[config.mk]
export PLATFORM = sky130hd
export DESIGN_NAME = id_pipe_stage
export DESIGN_NICKNAME = d
export VERILOG_FILES = /design/src/rtl/id_pipe_stage.sv
export SDC_FILE = /design/constraint.sdc
export NUM_CORES = 2
export LEC_CHECK = 0
export BUFFER_PORTS_ARGS = -buffer_cell sky130_fd_sc_hd__buf_2
export CORE_MARGIN = 2
export CORE_UTILIZATION = 45
export DETAILED_ROUTE_END_ITERATION = 10
export SKIP_CTS_REPAIR_TIMING = 1
export SLEW_MARGIN = 20
export SYNTH_ARGS = -nofsm -noshare
export SYNTH_HDL_FRONTEND = slang
export SYNTH_SLANG_ARGS = --single-unit
[constraint.sdc]
create_clock -name clk -period 81.1 [get_ports clk]
set_clock_uncertainty 0.05 [all_clocks]
set_input_delay 8.11 -clock clk [delete_from_list [all_inputs] [get_ports clk]]
set_output_delay 8.11 -clock clk [all_outputs]
set_load 0.05 [all_outputs]
[src/rtl/id_pipe_stage.sv]
// Decode pipeline stage: holds one instruction, reads operands with forwarding, builds the immediate.
// Optional macro ID_WB_BYPASS_EN: same-cycle writeback data bypasses the regfile read.
module id_pipe_stage #(
    parameter int unsigned XLEN    = 32,
    parameter int unsigned NUM_FWD = 2
) (
    input  logic                    clk,
    input  logic                    reset,
    input  logic                    in_valid,
    output logic                    in_ready,
    input  logic [XLEN-1:0]         pc_in,
    input  logic [31:0]             ir_in,
    input  logic                    flush,
    input  logic                    wb_we,
    input  logic [4:0]              wb_rd,
    input  logic [XLEN-1:0]         wb_data,
    input  logic [NUM_FWD-1:0]      fwd_valid,
    input  logic [NUM_FWD*5-1:0]    fwd_rd,
    input  logic [NUM_FWD*XLEN-1:0] fwd_data,
    input  logic                    ex_is_load,
    input  logic [4:0]              ex_rd,
    output logic                    out_valid,
    input  logic                    out_ready,
    output logic [XLEN-1:0]         pc_out,
    output logic [31:0]             ir_out,
    output logic [4:0]              rs1_addr,
    output logic [4:0]              rs2_addr,
    output logic [4:0]              rd_addr,
    output logic [XLEN-1:0]         rs1_data,
    output logic [XLEN-1:0]         rs2_data,
    output logic [XLEN-1:0]         imm
);

    logic            valid_q, valid_d;
    logic [XLEN-1:0] pc_q, pc_d;
    logic [31:0]     ir_q, ir_d;
    logic [XLEN-1:0] rf_q [32];

    logic            hazard;
    logic            capture;
    logic [31:0]     imm32;

    assign rs1_addr = ir_q[19:15];
    assign rs2_addr = ir_q[24:20];
    assign rd_addr  = ir_q[11:7];
    assign pc_out   = pc_q;
    assign ir_out   = ir_q;

    // Load-use: the loaded value is not yet available to forward.
    assign hazard = valid_q && ex_is_load && (ex_rd != 5'd0) &&
                    ((ex_rd == rs1_addr) || (ex_rd == rs2_addr));

    assign out_valid = valid_q && !hazard;
    assign in_ready  = !valid_q || (out_ready && !hazard);
    assign capture   = in_valid && in_ready;

    always_comb begin
        valid_d = valid_q;
        pc_d    = pc_q;
        ir_d    = ir_q;
        if (capture) begin
            valid_d = 1'b1;
            pc_d    = pc_in;
            ir_d    = ir_in;
        end else if (out_valid && out_ready) begin
            valid_d = 1'b0;
        end
        if (flush) begin
            valid_d = 1'b0;
        end
    end

    always_ff @(posedge clk or posedge reset) begin
        if (reset) begin
            valid_q <= 1'b0;
            pc_q    <= '0;
            ir_q    <= '0;
        end else begin
            valid_q <= valid_d;
            pc_q    <= pc_d;
            ir_q    <= ir_d;
        end
    end

    always_ff @(posedge clk or posedge reset) begin
        if (reset) begin
            for (int i = 0; i < 32; i++) begin
                rf_q[i] <= '0;
            end
        end else if (wb_we && (wb_rd != 5'd0)) begin
            rf_q[wb_rd] <= wb_data;
        end
    end

    // Priority low to high: regfile, writeback bypass, fwd[NUM_FWD-1] .. fwd[0].
    always_comb begin
        rs1_data = rf_q[rs1_addr];
        rs2_data = rf_q[rs2_addr];
`ifdef ID_WB_BYPASS_EN
        if (wb_we && (wb_rd == rs1_addr)) begin
            rs1_data = wb_data;
        end
        if (wb_we && (wb_rd == rs2_addr)) begin
            rs2_data = wb_data;
        end
`else
`endif
        for (int i = int'(NUM_FWD) - 1; i >= 0; i--) begin
            if (fwd_valid[i] && (fwd_rd[i*5 +: 5] == rs1_addr)) begin
                rs1_data = fwd_data[i*XLEN +: XLEN];
            end
            if (fwd_valid[i] && (fwd_rd[i*5 +: 5] == rs2_addr)) begin
                rs2_data = fwd_data[i*XLEN +: XLEN];
            end
        end
        if (rs1_addr == 5'd0) begin
            rs1_data = '0;
        end
        if (rs2_addr == 5'd0) begin
            rs2_data = '0;
        end
    end

    always_comb begin
        imm32 = 32'd0;
        unique case (ir_q[6:0])
            7'b0010011, 7'b0000011, 7'b1100111:
                imm32 = {{20{ir_q[31]}}, ir_q[31:20]};
            7'b0100011:
                imm32 = {{20{ir_q[31]}}, ir_q[31:25], ir_q[11:7]};
            7'b1100011:
                imm32 = {{19{ir_q[31]}}, ir_q[31], ir_q[7], ir_q[30:25], ir_q[11:8], 1'b0};
            7'b0110111, 7'b0010111:
                imm32 = {ir_q[31:12], 12'd0};
            7'b1101111:
                imm32 = {{11{ir_q[31]}}, ir_q[31], ir_q[19:12], ir_q[20], ir_q[30:21], 1'b0};
            default:
                imm32 = 32'd0;
        endcase
    end

    // Signed size cast carries ir_q[31] up to XLEN.
    assign imm = XLEN'($signed(imm32));

endmodule

==> impl_metrics.ini <==
[sta]
finalSetupTns_ps = 0
setup_viol = 0
max-slew-margin-rel_pct = 19.0
finalCritPeriodShare_pct = 23.9
tightest_slew_ps = 1210
hold_viol_final = 0
rsz0062_at_grt = no
drv_slew = 0
period_minus_slack_ps = 19390
max_freq_mhz = 51.6

[drt]
wirelength_um = 199000
via_count = 40700
vias_per_cell = 6.46
drc = 0
drtPass1Iterations = 5
routedWlPerCell_um = 31.6
ant_nets = 0
drtIter0Drc = 4054

[layout]
ff_latch_area_mm2 = 0.0273
final_net_count = 4655
multi_input_area_mm2 = 0.0295
drive_gt1_share_pct = 47.2
stdcell_count = 6306
syn_to_final_growth_pct = 12.1
fillers = 11300

[die]
die_w_um = 365
start_util_pct = 45.3
fp.coreArea_mm2 = 0.129
rows = 132
dieHeight_um = 365
dieArea_mm2 = 0.133
num_io_pins = 366

[global_routing]
grt_pass1_vias = 40500
antenna_found_initial = 12
grt_max_degree = 161
grt_pass1_wl_um = 290000
grtUsageTotal_pct = 29.9
grt_overflow = 0

[clock_tree]
clk_path_buf_depth = 3
htree_levels = 4
cts-root-buf = clkbuf_16
cts_tree = yes
cts.clk_slew.worst_paths_ps = 50
clock_latency_ps = 760
cts_inserted_buffers = 130
cts.sinks = 1089

[critical_path]
cp.arrival_ps = 11230
endpoint_kind = output port
setup.worst_path.class = primary input to output port
critPathLaunchType = primary input
r2r_end = ir_out[7]
reg2reg_depth = 8
startpoint = fwd_rd[3]
timing.critical_path.to = rs1_data[12]
cp_max_fo = 34
r2r-start = ir_out[20]
rrSetupSlack_ps = 77600
crit_required_ps = 72940

[synthesis]
synth_top_cell_by_area = dfrtp_1
synthCells = 4374
ys_ff_latch = 1089
synthDistinctLibCells = 52
syn_nets = 4563
synth_area_leaders = dfrtp_1 (46%), mux2_2 (21%), mux4_2 (11%)
ys.flop_type = dfrtp_1
yosys_warnings = 0
async_flop_share_pct = 100
synth_edf_count = 0
synth-seq-area-share_pct = 46.4
netlist_area_mm2 = 0.0587
syn_area_per_cell_um2 = 13.4
netlist.area_leader.share_pct = 46.4

[power_and_ir_drop]
switchingPower_mw = 0.597
p_comb_share_pct = 27.8
p_seq_share_pct = 40.0
p_per_area_mw_per_mm2 = 27.7
ir_drop_v = 0.0000244
p_sw_share_pct = 32.8
pwr-share-clk_pct = 32.2
p_leak_nw = 29.2
internal_power_mw = 1.22

[place]
dp.cells = 6076
dp_hpwl_um = 115000
place.gp.congestion = 0.826
port_buffers = 365

[outcome]
status = complete, no violations

[flow_run]
cap_violations = 0

[min_path]
hp-class = flip-flop to flip-flop
logic make-up after synthesis:
group | synth area share [%]
mux | 38.6
flops | 46.4
compound gates | 7.09
buf+inv | 3.83
simple gates | 3.63
xor+xnor | 0.448
final cells by class:
type / instances / share of cell area, %
Sequential cell: 1089 / 41.5
Clock buffer: 196 / 5.85
Multi-Input combinational cell: 2780 / 44.8
Antenna cell: 2 / 0.00761
Timing Repair Buffer: 461 / 3.97
Tap cell: 1742 / 3.31
Clock inverter: 32 / 0.603
Inverter: 4 / 0.0342
registers in the layout, summed over array words and instances (netlist names):
name / count
rf_q: 1024
ir_out: 32
pc_out: 32
valid_q: 1
cell usage in the layout, fill, tap and decap left out, types with 77 or more instances in the layout:
cell          n
mux2i_1     354
o22ai_1      96
dfrtp_1    1081
mux2_2     1113
nand2_1      77
clkbuf_16   134
buf_2       365
a22oi_1     161
mux4_2      289
buf_4        90
Yosys cell counts, types with 31 or more instances:
library cell / number
a2111oi_0: 31
a211oi_1: 31
a21oi_1: 36
a221oi_1: 32
a22o_1: 35
a22oi_1: 161
a31oi_1: 63
and2_1: 40
buf_1: 55
buf_2: 108
buf_4: 37
clkbuf_1: 290
dfrtp_1: 1089
mux2_2: 1113
mux2i_1: 354
mux4_2: 289
nand2_1: 94
nand3_1: 71
nand4_1: 32
nor2_1: 92
o21ai_0: 36
o22ai_1: 96
o2bb2ai_1: 32
power groups by stage:
stage / combinational [mW] / sequential (mW) / clock [mW]
after detailed placement: 0.504 / 0.733 / 0
after CTS: 0.506 / 0.725 / 0.595
after global routing: 0.535 / 0.741 / 0.619
final: 0.507 / 0.728 / 0.586
after global placement: 0.500 / 0.729 / 0
after floorplan: 0.376 / 0.721 / 0
worst min-delay path by stage:
stage,from,end,cells past startpoint
floorplan,rf_q[1000],rf_q[1000],1
global placement,rf_q[1009],rf_q[1009],0
detailed placement,rf_q[994],rf_q[994],0
CTS,rf_q[994],rf_q[994],0
global route,rf_q[1007],rf_q[1007],0
finish,rf_q[1012],rf_q[1012],0
metrics by stage:
stage	util [%]	power, mW	setup WS (ps)	hold slack [ps]	instance area (µm²)
6_report	50.8	1.82	61710	345	65800
5_1_grt	50.8	1.89	61670	359	65800
4_1_cts	50.8	1.82	61760	348	65800
3_5_place_dp	47.5	1.24	61780	337	61600
3_3_place_gp	47.5	1.23	61810	330	61600
2_1_floorplan	-	1.10	42280	395	58700
worst max-delay path, cell delays in order:
cell and delay, ps:
buf_2 120, xor2_1 140, nor4_1 280, and3_2 210
buf_4 570, or3_2 670, buf_4 560, nor3_2 100
o2bb2ai_1 160, buf_2 250
metal layers:
metal | vias up | GRT usage [%] | wire [µm]
met5 | - | 0 | 23
met4 | 6 | 10.7 | 7310
met3 | 391 | 4.96 | 13400
met2 | 1607 | 45.9 | 90900
met1 | 21900 | 42.8 | 87600
li1 | 16900 | - | -
Note: power is estimated with default switching activity, not from simulation.
